### src/rtl/rom_dmd_scheduler_pkg.sv
// Shared constants, mode and FSM encodings for the ROM / dot-matrix scheduler.
package rom_dmd_scheduler_pkg;

    localparam int COLS     = 32;
    localparam int COL_W    = $clog2(COLS);
    localparam int MAX_PAGE = 63;
    localparam int PAGE_W   = 6;
    localparam int ADDR_W   = PAGE_W + COL_W;
    localparam int DATA_W   = 16;
    localparam int GAP      = 4;
    localparam int GAP_W    = $clog2(GAP + 1);

    typedef enum logic [1:0] {
        MODE_INPUT     = 2'd0,
        MODE_RUN       = 2'd1,
        MODE_DEBUG     = 2'd2,
        MODE_DEBUG_ALT = 2'd3
    } mode_e;

    typedef enum logic [2:0] {
        ST_IDLE = 3'd0,
        ST_WREQ = 3'd1,
        ST_RREQ = 3'd2,
        ST_LOAD = 3'd3,
        ST_GAPW = 3'd4
    } state_e;

    // Run and both debug encodings all refresh the display.
    function automatic logic is_refresh_mode(input logic [1:0] m);
        return mode_e'(m) != MODE_INPUT;
    endfunction

endpackage

### src/rtl/rom_dmd_scheduler_page_counter.sv
// Wrapping up/down page counter; an up and a down pulse in the same cycle cancel.
module rom_dmd_scheduler_page_counter
    import rom_dmd_scheduler_pkg::*;
#(
    parameter int WIDTH = PAGE_W,
    parameter int MAX   = MAX_PAGE
) (
    input  logic             clk,
    input  logic             rst_n,
    input  logic             i_en,
    input  logic             i_up,
    input  logic             i_dn,
    output logic [WIDTH-1:0] o_count
);

    localparam logic [WIDTH-1:0] LP_MAX = WIDTH'(MAX);

    logic [WIDTH-1:0] r_count;

    always_ff @(posedge clk or negedge rst_n) begin
        if (!rst_n) begin
            r_count <= '0;
        end else if (i_en && (i_up ^ i_dn)) begin
            if (i_up) begin
                r_count <= (r_count == LP_MAX) ? '0 : r_count + 1'b1;
            end else begin
                r_count <= (r_count == '0) ? LP_MAX : r_count - 1'b1;
            end
        end
    end

    assign o_count = r_count;

endmodule

### src/rtl/rom_dmd_scheduler.sv
// Arbitrates the program-ROM request/ack port between switch-panel writes and the
// continuous 32-column dot-matrix refresh scan.
module rom_dmd_scheduler
    import rom_dmd_scheduler_pkg::*;
(
    input  logic              CLK,
    input  logic              RESET_N,
    input  logic [1:0]        mode,
    input  logic              wr_stb,
    input  logic [DATA_W-1:0] wr_data,
    input  logic              entry_rst,
    input  logic              page_up,
    input  logic              page_dn,
    output logic              rom_req,
    output logic              rom_we,
    output logic [ADDR_W-1:0] rom_addr,
    output logic [DATA_W-1:0] rom_wdata,
    input  logic              rom_ack,
    input  logic [DATA_W-1:0] rom_rdata,
    output logic              dmd_load,
    output logic [COL_W-1:0]  dmd_col,
    output logic [DATA_W-1:0] dmd_data,
    output logic              dmd_clear,
    output logic [7:0]        page,
    output logic              busy,
    output logic              overrun
);

    state_e              r_state;
    logic                r_rom_req;
    logic                r_rom_we;
    logic [ADDR_W-1:0]   r_rom_addr;
    logic [DATA_W-1:0]   r_rom_wdata;
    logic                r_dmd_load;
    logic [COL_W-1:0]    r_dmd_col;
    logic [DATA_W-1:0]   r_dmd_data;
    logic                r_dmd_clear;
    logic [COL_W-1:0]    r_col;
    logic [PAGE_W-1:0]   r_scan_page;
    logic [GAP_W-1:0]    r_gap_cnt;
    logic                r_from_read;
    logic [ADDR_W-1:0]   r_entry_addr;
    logic                r_wr_pend;
    logic [DATA_W-1:0]   r_wr_data;
    logic                r_overrun;

    logic                w_refresh;
    logic                w_wr_ack;
    logic                w_wr_accept;
    logic [COL_W-1:0]    w_col_next;
    logic [PAGE_W-1:0]   w_view_page;

    assign w_refresh   = is_refresh_mode(mode);
    assign w_wr_ack    = (r_state == ST_WREQ) && rom_ack;
    assign w_wr_accept = wr_stb && !w_refresh;
    assign w_col_next  = r_col + 1'b1;

    rom_dmd_scheduler_page_counter #(
        .WIDTH (PAGE_W),
        .MAX   (MAX_PAGE)
    ) u_view_page (
        .clk     (CLK),
        .rst_n   (RESET_N),
        .i_en    (w_refresh),
        .i_up    (page_up),
        .i_dn    (page_dn),
        .o_count (w_view_page)
    );

    // The pending flag stays set until the ROM acknowledges, so a strobe in the ack cycle is dropped too.
    always_ff @(posedge CLK or negedge RESET_N) begin
        if (!RESET_N) begin
            r_wr_pend <= 1'b0;
            r_wr_data <= '0;
            r_overrun <= 1'b0;
        end else begin
            if (w_wr_ack) begin
                r_wr_pend <= 1'b0;
            end
            if (w_wr_accept && !r_wr_pend) begin
                r_wr_pend <= 1'b1;
                r_wr_data <= wr_data;
            end
            if (w_wr_accept && r_wr_pend) begin
                r_overrun <= 1'b1;
            end else if (entry_rst) begin
                r_overrun <= 1'b0;
            end
        end
    end

    always_ff @(posedge CLK or negedge RESET_N) begin
        if (!RESET_N) begin
            r_entry_addr <= '0;
        end else if (entry_rst) begin
            r_entry_addr <= '0;
        end else if (w_wr_ack) begin
            r_entry_addr <= r_entry_addr + 1'b1;
        end
    end

    always_ff @(posedge CLK or negedge RESET_N) begin
        if (!RESET_N) begin
            r_state     <= ST_IDLE;
            r_rom_req   <= 1'b0;
            r_rom_we    <= 1'b0;
            r_rom_addr  <= '0;
            r_rom_wdata <= '0;
            r_dmd_load  <= 1'b0;
            r_dmd_col   <= '0;
            r_dmd_data  <= '0;
            r_dmd_clear <= 1'b0;
            r_col       <= '0;
            r_scan_page <= '0;
            r_gap_cnt   <= '0;
            r_from_read <= 1'b0;
        end else begin
            case (r_state)
                ST_IDLE: begin
                    r_col <= '0;
                    if (r_wr_pend) begin
                        r_state     <= ST_WREQ;
                        r_rom_req   <= 1'b1;
                        r_rom_we    <= 1'b1;
                        r_rom_addr  <= r_entry_addr;
                        r_rom_wdata <= r_wr_data;
                    end else if (w_refresh) begin
                        // The viewed page is frozen for the whole scan.
                        r_state     <= ST_RREQ;
                        r_rom_req   <= 1'b1;
                        r_rom_we    <= 1'b0;
                        r_rom_addr  <= {w_view_page, {COL_W{1'b0}}};
                        r_scan_page <= w_view_page;
                    end
                end
                ST_WREQ: begin
                    if (rom_ack) begin
                        r_state     <= ST_LOAD;
                        r_rom_req   <= 1'b0;
                        r_rom_we    <= 1'b0;
                        r_dmd_load  <= 1'b1;
                        r_dmd_col   <= r_rom_addr[COL_W-1:0];
                        r_dmd_data  <= r_rom_wdata;
                        r_dmd_clear <= (r_entry_addr[COL_W-1:0] == {COL_W{1'b1}}) && !entry_rst;
                        r_from_read <= 1'b0;
                    end
                end
                ST_RREQ: begin
                    if (rom_ack) begin
                        r_state     <= ST_LOAD;
                        r_rom_req   <= 1'b0;
                        r_dmd_load  <= 1'b1;
                        r_dmd_col   <= r_col;
                        r_dmd_data  <= rom_rdata;
                        r_from_read <= 1'b1;
                    end
                end
                ST_LOAD: begin
                    r_dmd_load  <= 1'b0;
                    r_dmd_clear <= 1'b0;
                    if (!r_from_read || !w_refresh) begin
                        r_state <= ST_IDLE;
                    end else if (r_col == COL_W'(COLS - 1)) begin
                        r_state   <= ST_GAPW;
                        r_gap_cnt <= '0;
                    end else begin
                        r_state    <= ST_RREQ;
                        r_rom_req  <= 1'b1;
                        r_rom_we   <= 1'b0;
                        r_col      <= w_col_next;
                        r_rom_addr <= {r_scan_page, w_col_next};
                    end
                end
                ST_GAPW: begin
                    if (r_gap_cnt == GAP_W'(GAP - 1)) begin
                        r_state <= ST_IDLE;
                    end else begin
                        r_gap_cnt <= r_gap_cnt + 1'b1;
                    end
                end
                default: begin
                    r_state   <= ST_IDLE;
                    r_rom_req <= 1'b0;
                    r_rom_we  <= 1'b0;
                end
            endcase
        end
    end

    assign rom_req   = r_rom_req;
    assign rom_we    = r_rom_we;
    assign rom_addr  = r_rom_addr;
    assign rom_wdata = r_rom_wdata;
    assign dmd_load  = r_dmd_load;
    assign dmd_col   = r_dmd_col;
    assign dmd_data  = r_dmd_data;
    assign dmd_clear = r_dmd_clear;
    assign busy      = (r_state != ST_IDLE);
    assign overrun   = r_overrun;
    assign page      = w_refresh ? 8'(w_view_page) : 8'(r_entry_addr[ADDR_W-1:COL_W]);

endmodule

### config.mk
export PLATFORM = sky130hd
export DESIGN_NAME = rom_dmd_scheduler
export DESIGN_NICKNAME = d
export VERILOG_FILES = /design/src/rtl/rom_dmd_scheduler_pkg.sv /design/src/rtl/rom_dmd_scheduler_page_counter.sv /design/src/rtl/rom_dmd_scheduler.sv
export SDC_FILE = /design/constraint.sdc
export NUM_CORES = 1
export LEC_CHECK = 0
export CAP_MARGIN = 20
export CORE_MARGIN = 2
export CORE_UTILIZATION = 52
export DETAILED_ROUTE_END_ITERATION = 10
export GPL_ROUTABILITY_DRIVEN = 0
export GPL_TIMING_DRIVEN = 0
export MAX_ROUTING_LAYER = met4
export PLACE_DENSITY_LB_ADDON = 0.2
export SYNTH_ARGS = -nofsm -noshare
export SYNTH_HDL_FRONTEND = slang
export SYNTH_SLANG_ARGS = --single-unit
### constraint.sdc
create_clock -name CLK -period 2.7 [get_ports CLK]
set_clock_uncertainty 0.2 [all_clocks]
set_input_delay 0.675 -clock CLK [delete_from_list [all_inputs] [get_ports CLK]]
set_output_delay 0.675 -clock CLK [all_outputs]
set_load 0.02 [all_outputs]
==> summary.md <==
| Metric | Value |
|---|---|
| Worst skew pair latency | 0.38 ns |
| # diodes | 0 |
| Overall routing resource usage | 25.1% |
| Root buffer cell | clkbuf_8 |
| Synthesized flop and latch total | 105 |
| Logic pwr share | 48.4% |
| Max-cap violations | 0 |
| Most common cell in the synthesized netlist | dfrtp_1 |
| Setup crit end kind | output port |
| Synth Area in Simple Gates | 13.9% |
| Leakage | 0.00284 µW |
| H-Tree Depth | 3 |
| Worst Path Class, Setup | input port to output port |
| Complex-gate fraction of the synthesized area | 11.6% |
| Fraction of registers with async set/reset | 100% |
| Hold violation count in the final report | 0 |
| Ys Warns | 0 |
| Routed vias | 4030 |
| Filler cells | 737 |
| Fin nets | 645 |
| Die height | 103 µm |
| Worst-Margin Slew | 0.611 ns |
| Multi-input logic area | 2250 µm² |
| Share of the synthesized area in the top cell type | 52.0% |
| Boundary Pins | 103 |
| Sequential fraction of the synthesis area | 52.0% |
| Clk buf depth | 2 |
| Largest net degree at the start of global routing | 54 |
| Sw Ratio | 41.0% |
| Internal | 4060 µW |
| Distinct cells, synth | 50 |
| CTS buffer count | 9 |
| Final ANT Viol Nets | 0 |
| Clock Power Share | 14.4% |
| DR pass1 iterations | 4 |
| HP Class | input port to asynchronous set/reset pin |
| Sink Count | 105 |
| Wire per inst | 16.7 µm |
| FP Rows | 35 |
| IO Port Bufs | 100 |
| Grt ovf | 0 |
| Core area | 9330 µm² |
| Vias in the first global route | 4039 |
| VDD IR max | 616 µV |
| Cts hold-fix bufs | 0 |
| Worst slack, placed | -1.06 ns |
| Main combinational cell family by area after synthesis | multiplexers |
| Crit start category | input port |
| Crit path time final | 2.62 ns |
| Share of post-route cells with drive strength above 1 | 13.9% |
| Post-synth EDFFs | 0 |
| First-pass GRT wire length | 19800 µm |
| Worst hold margin | 0.0811 ns |
| Total power draw | 6880 µW |
| Setup ws final | 0.0771 ns |
| Initial Util | 54.2% |
| Setup tns final | 0 ns |
| Avg Inst Size Synth | 10.6 µm² |
| Arr. time, crit path | 1.75 ns |
| Area leader, netlist | dfrtp_1 |
| CTS tree | built |
| Post-Synth XOR/XNOR Area | 1.73% |
| Main synth FF type | dfrtp_1 |
| Multiplexer share of the synthesized area | 14.5% |
| Syn Std Cell Area | 5060 µm² |
| Fmax | 381 MHz |
| Die ar. | 10500 µm² |
| WL final | 12100 µm |
| Required time of the worst setup path | 1.82 ns |
| Drt drc | 0 |
| Final Slew Violations | 0 |
| Final setup vio count | 0 |
| Initial antenna violation count | 0 |
| Clock-pin slew on the worst setup and hold paths | 0.12 ns |
| Status | complete, no violations |
| Synth top area cells | dfrtp_1, mux2_2, mux2i_1 |
| Area Overhead vs Synth | 28.5% |
| Register Area | 2630 µm² |
| Syn Inst Count | 479 |
| Vias per cell | 5.54 |
| Area share of fa/ha/maj cells after synthesis | 2.47% |
| NetSw | 2820 µW |
| RSZ-0062 raised after global routing | false |
| Initial DRC Count | 188 |
| R2r setup slk | 0.19 ns |
| Die W | 103 µm |
| Sequential power share | 37.2% |
| Pwr per Cell Area | 1060 nW/µm² |
| Final HPWL DP | 8870 µm |
| Synth top cells by count | dfrtp_1, nand2_1, mux2_2, o21ai_1, mux2i_1 |
| Maximum fanout along the worst path | 10 |
| Tcrit/Tclk final | 97.1% |
| Slew HR | 58.7% |
## per-layer routing
| layer | track usage [%] | up-vias | part of all wire, % |
|---|---|---|---|
| li1 | - | 1914 | - |
| met1 | 32.2 | 1991 | 43 |
| met2 | 41.9 | 115 | 50 |
| met3 | 3.46 | 10 | 5.0 |
| met4 | 7.49 | 0 | 1.1 |
| met5 | - | - | 0 |
## path summary, 6_finish.rpt
check	startpoint	endpoint	depth (start not counted)
setup / recovery	mode[0]	page[4]	5
hold / removal	RESET_N	rom_wdata[1]	2
setup reg to reg	r_col[0]	r_col[3]	7
hold reg to reg	r_wr_data[2]	r_wr_data[2]	1
max in group asynchronous	RESET_N	rom_we	2
min in group CLK	r_wr_data[2]	r_wr_data[2]	1
## sequential cells by signal, indices dropped and copies added, names as in the netlist, 5 cells and up
name                 flops
dmd_data                16
r_wr_data               16
rom_wdata               16
r_entry_addr            11
rom_addr                11
r_scan_page              6
u_view_page.o_count      6
dmd_col                  5
r_col                    5
## layout by cell type, fill, tap and decap left out, drive strengths merged, types with 22 or more instances in the layout
cell type and n:
nand2 65, mux2i 27, dfrtp 105, mux2 41
o21ai 55, clkbuf 24, buf 22, a21oi 24
nor2 23, clkdlybuf4s50 90
## stage by stage
| step | util [%] | instance area [µm²] | std cells |
|---|---|---|---|
| 3_5_place_dp | 67.3 | 6270 | 711 |
| 4_1_cts | 69.6 | 6490 | 728 |
| 6_report | 69.6 | 6490 | 728 |
| 3_3_place_gp | 66.7 | 6220 | 709 |
| 2_1_floorplan | - | 5060 | 480 |
| 5_1_grt | 69.6 | 6490 | 728 |
## cells by family (layout without fill, tap and decap cells)
kind of cell    Yosys count  after routing
other cells               1              2
compound gates          102            102
simple gates            142            142
buf+inv                  41            160
xor+xnor                 10             10
mux                      68             68
flops                   105            105
fa+ha+maj                10             10
## worst max-delay path: stages
cell and delay (ns):
buf_2 0.16, nor2_4 0.15, clkbuf_8 0.17, mux2_2 0.34, clkdlybuf4s15_2 0.25
## layout make-up
class	count	share of cell area (%)
multi-input combinational	334	34.7
timing repair buffer	103	16.1
inverter	11	0.636
tap	129	2.49
clock inverter	6	1.04
sequential	105	40.5
buffer	30	2.47
clock buffer	10	2.12
## power groups by stage
stage / logic (µW) / registers, µW / clock network (µW)
2_1_floorplan: 1730 / 2860 / 0
3_3_place_gp: 3250 / 2540 / 0
3_5_place_dp: 3360 / 2580 / 0
4_1_cts: 3350 / 2550 / 1020
5_1_grt: 3640 / 2630 / 1080
6_report: 3330 / 2560 / 989
## what timing repair did
item,CTS,global route
setup buffers,1,0
endpoints found under the hold margin,0,0
setup endpoints to repair,8,0
resized for setup,26,0
Power figures use the tool's default switching activity.
